**config.mk**
```make
export PLATFORM = sky130hd
export DESIGN_NAME = fifo_rd_arbiter
export DESIGN_NICKNAME = d
export VERILOG_FILES = /design/src/rtl/fifo_rd_arbiter.sv
export SDC_FILE = /design/constraint.sdc
export NUM_CORES = 1
export LEC_CHECK = 0
export BUFFER_PORTS_ARGS = -buffer_cell sky130_fd_sc_hd__buf_2
export CAP_MARGIN = 5
export CORE_MARGIN = 2
export CORE_UTILIZATION = 31
export DETAILED_ROUTE_END_ITERATION = 10
export GPL_ROUTABILITY_DRIVEN = 0
export PLACE_DENSITY_LB_ADDON = 0.15
export SYNTH_ARGS = -nofsm -noshare
export SYNTH_HDL_FRONTEND = slang
export SYNTH_SLANG_ARGS = --single-unit
```
**constraint.sdc**
```tcl
create_clock -name clk -period 2.1 [get_ports clk]
set_clock_uncertainty 0.1 [all_clocks]
set_input_delay 0.42 -clock clk [delete_from_list [all_inputs] [get_ports clk]]
set_output_delay 0.42 -clock clk [all_outputs]
set_load 0.01 [all_outputs]
```
**src/rtl/fifo_rd_arbiter.sv**
```systemverilog
// fifo_rd_arbiter: round-robin burst reader over NUM_CH line FIFOs feeding one valid/ready pixel stream
module fifo_rd_arbiter #(
  parameter int NUM_CH    = 4,
  parameter int DATA_W    = 16,
  parameter int BURST_LEN = 64,
  parameter int CNT_W     = 7,
  parameter int CH_W      = 2
) (
  input  logic                     clk,
  input  logic                     rst,
  input  logic                     enable,
  input  logic [NUM_CH-1:0]        ch_empty,
  output logic [NUM_CH-1:0]        ch_rd_en,
  input  logic [NUM_CH-1:0]        ch_valid,
  input  logic [NUM_CH*DATA_W-1:0] ch_dout,
  output logic                     m_valid,
  input  logic                     m_ready,
  output logic [DATA_W-1:0]        m_data,
  output logic [CH_W-1:0]          m_ch,
  output logic                     m_last,
  output logic                     burst_done,
  output logic [CNT_W-1:0]         burst_cnt,
  output logic                     busy
);
  typedef enum logic [1:0] {IDLE, ARB, BURST, DRAIN} state_t;
  state_t state, state_n;
  logic [CH_W-1:0] rr_ptr, grant, grant_d, pick, cand;
  logic [CNT_W-1:0] count;
  logic hit, rd_go, full_hit, credit, inflight, last_d, done_c, push, pop;
  logic [1:0] occ;
  logic wp, rp;
  logic [DATA_W-1:0] buf_data [2];
  logic [CH_W-1:0]   buf_ch   [2];
  logic              buf_last [2];

  // scan from farthest to nearest so the nearest non-empty channel after rr_ptr wins
  always_comb begin
    hit = 1'b0;
    pick = '0;
    cand = '0;
    for (int i = NUM_CH; i >= 1; i--) begin
      cand = CH_W'((int'(rr_ptr) + i) % NUM_CH);
      if (!ch_empty[cand]) begin
        hit = 1'b1;
        pick = cand;
      end
    end
  end

  assign credit   = (occ + 2'(inflight)) < 2'd2;
  assign rd_go    = (state == BURST) && !ch_empty[grant] && credit;
  assign full_hit = rd_go && (count == CNT_W'(BURST_LEN - 1));
  assign ch_rd_en = rd_go ? (NUM_CH'(1) << grant) : '0;

  always_comb begin
    state_n = state;
    done_c = 1'b0;
    case (state)
      IDLE:  state_n = enable ? ARB : IDLE;
      ARB:   state_n = !enable ? IDLE : (hit ? BURST : ARB);
      BURST: state_n = (full_hit || ch_empty[grant]) ? DRAIN : BURST;
      DRAIN: begin
        done_c = !inflight;
        state_n = inflight ? DRAIN : (enable ? ARB : IDLE);
      end
      default: state_n = IDLE;
    endcase
  end

  always_ff @(posedge clk or posedge rst) begin
    if (rst) begin
      state <= IDLE;
      rr_ptr <= CH_W'(NUM_CH - 1);
      grant <= '0;
      grant_d <= '0;
      count <= '0;
      inflight <= 1'b0;
      last_d <= 1'b0;
      burst_done <= 1'b0;
      burst_cnt <= '0;
    end else begin
      state <= state_n;
      inflight <= rd_go;
      grant_d <= grant;
      last_d <= full_hit;
      burst_done <= done_c;
      if (state == ARB && enable && hit) begin
        grant <= pick;
        count <= '0;
      end else if (rd_go) begin
        count <= count + 1'b1;
      end
      if (done_c) begin
        burst_cnt <= count;
        rr_ptr <= grant;
      end
    end
  end

  // two-entry ring; the read credit guarantees a push never finds it full
  assign push = inflight && ch_valid[grant_d];
  assign pop  = m_valid && m_ready;

  always_ff @(posedge clk or posedge rst) begin
    if (rst) begin
      occ <= '0;
      wp <= 1'b0;
      rp <= 1'b0;
      for (int i = 0; i < 2; i++) begin
        buf_data[i] <= '0;
        buf_ch[i] <= '0;
        buf_last[i] <= 1'b0;
      end
    end else begin
      if (push) begin
        buf_data[wp] <= ch_dout[int'(grant_d)*DATA_W +: DATA_W];
        buf_ch[wp] <= grant_d;
        buf_last[wp] <= last_d;
        wp <= ~wp;
      end
      if (pop) rp <= ~rp;
      occ <= occ + 2'(push) - 2'(pop);
    end
  end

  assign m_valid = occ != 2'd0;
  assign m_data  = buf_data[rp];
  assign m_ch    = buf_ch[rp];
  assign m_last  = buf_last[rp];
  assign busy    = (state == BURST) || (state == DRAIN) || (occ != 2'd0);
endmodule

```
* Word level (Yosys, flattened, before mapping)
Index checks and enable logic that the tools add are counted.
** Word-level totals
- Flip-flop bits (word level) :: 67
- Bits of input ports :: 76
- Output and inout port bits :: 33
- Logic and storage cells :: 110
** Operators by class
- Add/sub/neg operators :: 8
- $lt $le $gt $ge :: 10
- Eq/ne operators :: 4
- Shifts and indexed selects :: 2
- Muxes and demuxes :: 48
- Bitwise gates (word level) :: 4
- Reductions and logical operators :: 16
** Operators with widths (count)
- $mux 16 :: 4
- $shiftx 64x7->16 :: 1
- $bwmux 32 :: 1
- $mux 2 :: 11
- $lt 2x3->1 const B :: 6
- $mux 1 :: 17
- $demux 16 s1 :: 1
- $mux 7 :: 2
- $bmux 1 s2 :: 6
- $logic_and 1x1->1 :: 8
- $pmux 2 s4 :: 1
- $add 7x1->7 const B :: 1
- $eq 7x6->1 const B :: 1
- $add 2x1->2 :: 2
- $add 2x1->2 const B :: 2
- $add 2x2->2 const B :: 2
- $bwmux 4 :: 1
- $eq 2x2->1 const B :: 2
- $ge 2x2->1 const B :: 2
- $mux 4 :: 1
- $not 1->2 :: 2
- $reduce_bool 2->1 :: 2
- $shl 1x2->4 const A :: 1
- $logic_or 1x1->1 :: 3
- other kinds (10) :: 12

* Depth between registers and ports, before layout
- Word-level depth :: 10
- Mapped depth :: 8

* Least setup slack after synthesis
OpenSTA, ideal clock, no wires.
- Path type :: register to output
- Start :: reg grant[1]
- End :: out ch_rd_en[2]
- Arrival time :: 1.791 ns
- Data required time :: 1.580 ns
- Setup slack :: -0.211 ns
- Stages on the path, launching flop included :: 5
- Cell sequence :: dfrtp_1 -> mux4_2 -> nor3b_2 -> nand2_1 -> nor3b_1
** On the way
- Longest elaborated chain between the ends :: 6
- Elaborated cells on any way between the ends :: 7
- Those cells by class :: shift: 1; mux: 3; reduce/logical: 3
** RTL lines
- start: declaration :: line 27 : logic [CH_W-1:0] rr_ptr, grant, grant_d, pick, cand;
- start signal: assignment :: line 88 : grant <= pick;
- $bmux 1 s2 :: line 51 : assign rd_go = (state == BURST) && !ch_empty[grant] && credit;
- $mux 1 (not written as such) :: line 51
- $logic_not 1->1 :: line 51
- $logic_and 1x1->1 (2 in series) :: line 51
- $mux 4 (*) :: line 53 : assign ch_rd_en = rd_go ? (NUM_CH'(1) << grant) : '0;
- end: declaration :: line 13 : output logic [NUM_CH-1:0] ch_rd_en,
Mark *: on every way between the ends. The rest lies on a longest branch, timed or not. The select of a mux whose other input is x is not followed.

* Final worst setup path
- Start :: reg grant[1]
- End :: out ch_rd_en[3]
** On the way
- Longest elaborated chain between the ends :: 6
- Elaborated cells on any way between the ends :: 7
- Those cells by class :: shift: 1; mux: 3; reduce/logical: 3
** RTL lines
- $bmux 1 s2 :: line 51
- $mux 1 (not written as such) :: line 51
- $logic_not 1->1 :: line 51
- $logic_and 1x1->1 (2 in series) :: line 51
- via rd_go :: line 29 : logic hit, rd_go, full_hit, credit, inflight, last_d, done_c, push, pop;
- $mux 4 :: line 53
The timed path passes the listed nets, and every way through them passes these cells. The select of a mux whose other input is x is not followed.

==> results.sh <==
export IMPL_worstPathArrival_ns=1.94
export IMPL_cts_sinks=67
export IMPL_crit_type="reg -> out"
export IMPL_max_freq_mhz=406
export IMPL_rr_worst_depth=7
export IMPL_slowest_stage="mux4_2"
export IMPL_initial_core_util_pct=31.4
export IMPL_worst_slack_ns=-0.364
export IMPL_startpoint_type="flip-flop"
export IMPL_grt_pass1_wl_mm=13.4
export IMPL_n_fill_cell=1095
export IMPL_worstPathCellList="mux4_2 > nor3b_4 > nand2_4 > inv_2 > and3_4 > buf_6"
export IMPL_leakagePower_nw=2.40
export IMPL_wirelength_mm=7.74
export IMPL_busiest_layer="met2"
export IMPL_rows=39
export IMPL_slew_headroom_pct=62.4
export IMPL_path_clk_slew_ns=0.06
export IMPL_drt_pass1_iter_count=4
export IMPL_clkPwrFrac_pct=26.0
export IMPL_period_needed_ns=2.46
export IMPL_vias_per_cell=4.84
export IMPL_clkLatencyLatePin_ns=0.33
export IMPL_whs_path_depth=3
export IMPL_cts_buffer_depth=2
export IMPL_synthArstFlopShare_pct=100
export IMPL_first_global_vias=2737
export IMPL_routedWlPerCell_um=14.7
export IMPL_endpoint_kind="primary output"
export IMPL_cts_buffers=9
export IMPL_path_delay_family="multiplexers"
export IMPL_crit_cells=6
export IMPL_r2r_end="count[5]$_DFFE_PP0P_"
export IMPL_synth_seq_area_share_pct=47.4
export IMPL_drc=0
export IMPL_synth_cell_type_count=46
export IMPL_syn_area_um2=3540
export IMPL_synth_edf_count=0
export IMPL_grt_use_met1_pct=16.3
export IMPL_synth_ff_type="dfrtp_1"
export IMPL_finalSetupViolations=4
export IMPL_dpl_hpwl_mm=5.60
export IMPL_finalHoldViolations=0
export IMPL_drive_gt1_share_pct=64.0
export IMPL_fin_nets=457
export IMPL_rsz0062_at_grt="true"
export IMPL_worst_slew_pin_transition_ns=0.562
export IMPL_pwr_share_comb_pct=41.0
export IMPL_grt_usage_pct=13.6
export IMPL_cts_root_buf="clkbuf_16"
export IMPL_r2r_start="grant[1]$_DFFE_PP0P_"
export IMPL_grt_ovfl_total=0
export IMPL_die_h_um=111
export IMPL_holdPathEnd="state[0]$_DFF_PP0_"
export IMPL_syn_to_final_growth_pct=35.3
export IMPL_dpl_cell_count=505
export IMPL_core_area_um2=11300
export IMPL_violations="setup timing"
export IMPL_avgSynthCellArea_um2=14.6
export IMPL_place_area_um2=4430
export IMPL_drt_initial_drc_count=46
export IMPL_drv_cap=0
export IMPL_final_cell_mix="buf_2, dfrtp_1, mux2_2"
export IMPL_ant_nets=0
export IMPL_internal_power_mw=4.20
export IMPL_antennaDiodeCount=0
export IMPL_synth_cells=243
export IMPL_cts_htree_levels=3
export IMPL_cp_slowest_stage_delay_ns=0.54
export IMPL_use_met2_pct=23.5
export IMPL_synth_nets=322
export IMPL_setup_tns_ns=-1.30
export IMPL_yosys_warnings=0
export IMPL_synth_seq_cells=67
export IMPL_grt_max_degree=37
export IMPL_p_switching_mw=1.93
export IMPL_place_ws_ns=-0.164
export IMPL_holdWs_ns=0.313
export IMPL_synth_top_cell_by_area="dfrtp_1"
export IMPL_crit_fanout=5
export IMPL_synth_top_area_share_pct=45.9
export IMPL_period_share_pct=117
export IMPL_io_buffers=108
export IMPL_run_status="complete, but fails checks"
export IMPL_final_core_util_pct=42.5
export IMPL_synth_area_leaders="dfrtp_1, mux2_2, mux4_2, mux4_1, mux2_4"
export IMPL_p_total_mw=6.13
export IMPL_r2r_slack_ns=0.14
export IMPL_dieWidth_um=111
export IMPL_worst_path_buf_inv=2
export IMPL_die_area_um2=12300
export IMPL_hold_path_class="in -> reg"
export IMPL_fin_area_um2=4790
export IMPL_swShare_pct=31.4
export IMPL_layout_commonest_cell="buf_2"
export IMPL_required_ns=1.58
export IMPL_hp_start="enable"
export IMPL_vias=2545
export IMPL_final_cells=526
export IMPL_slew_viol_final=0
export IMPL_grtUsageMet3_pct=4.26
export IMPL_peakVddDrop_mv=0.543
export IMPL_p_seq_share_pct=32.9
export IMPL_cts_tree="done"
export IMPL_ios=109
export IMPL_critPathLaunch="grant[1]$_DFFE_PP0P_"
export IMPL_p_per_area_nw_per_um2=1280
export IMPL_antenna_found_initial=0
==> cell families (layout without fill, tap and decap cells) <==
| logic type | count (synthesis) | count (layout) | synth area share (%) |
|---|---|---|---|
| buffers and inverters | 20 | 160 | 3.71 |
| xor gates and xnor gates | 6 | 6 | 1.48 |
| DFF | 67 | 67 | 47.4 |
| AOI/OAI and AO/OA | 23 | 23 | 4.28 |
| and+or+nand+nor | 38 | 38 | 7.21 |
| adders and majority gates | 3 | 3 | 1.06 |
| muxes | 86 | 86 | 34.8 |
==> cells in the mapped netlist, drive strengths merged, types with 2 or more instances <==
master  instances
buf             6
nor2            2
dfstp           2
and2            2
o21ai           8
xor2            3
or3             2
a21boi          2
or2             2
dfrtp          65
ha              3
mux4           18
inv             8
xnor2           3
nand3           4
o31ai           5
o311ai          3
nand2          10
nand2b          3
clkbuf          6
nor3b           4
a21oi           2
nand3b          2
nor3            2
mux2           67
==> registers in the layout, summed over array words and instances, names as in the netlist <==
signal and count:
buf_ch 4, grant_d 2, last_d 1, rr_ptr 2, wp 1, state 2, occ 2, rp 1
grant 2, count 7, burst_done 1, buf_last 2, inflight 1, buf_data 32, burst_cnt 7
==> worst reg2reg max path, stage by stage (launching register included) <==
cell     delay (ns)
dfrtp_2        0.37
mux4_2         0.54
nor3b_4        0.25
buf_4          0.14
buf_4          0.09
buf_4          0.10
nand4_1        0.11
mux2i_1        0.14
==> timing repair <==
item                                   4_1_cts  5_1_grt
setup endpoints to repair                    4        4
gates cloned                                 0        0
hold buffers                                 1        0
buffers inserted                             2        2
endpoints found under the hold margin       14        0
gates resized for setup                      1        0
pin swaps                                    3        2
==> power groups by stage <==
stage	Clock, mW	Sequential (mW)	Combinational (mW)
after CTS	1.65	2.02	2.57
final	1.60	2.02	2.51
after global routing	1.71	2.09	2.77
after detailed placement	0	2.04	2.54
after global placement	0	2.03	2.52
after floorplan	0	2.01	1.73
==> worst max path at each step <==
stage             endpoint  slack, ns
2_1_floorplan  ch_rd_en[3]      -0.06
3_3_place_gp   ch_rd_en[3]      -0.15
3_5_place_dp   ch_rd_en[3]      -0.16
4_1_cts        ch_rd_en[3]      -0.40
5_1_grt        ch_rd_en[3]      -0.45
6_report       ch_rd_en[3]      -0.36
==> area by class of cell <==
class	instances	area, um^2	area share, %
sequential	67	1680	35.1
tap	143	179	3.73
timing repair buffer	136	810	16.9
inverter	8	33.8	0.705
clock inverter	6	88.8	1.85
clock buffer	10	229	4.78
multi-input combinational	156	1770	37.0
==> per-layer routing <==
| metal | wire length, um | part of all wire (%) | vias up |
|---|---|---|---|
| li1 | - | - | 1189 |
| met1 | 3300 | 43 | 1280 |
| met2 | 3910 | 51 | 68 |
| met3 | 445 | 5.7 | 8 |
| met4 | 86 | 1.1 | 0 |
| met5 | 0 | 0 | - |
Note: power is estimated with default switching activity, not from simulation.
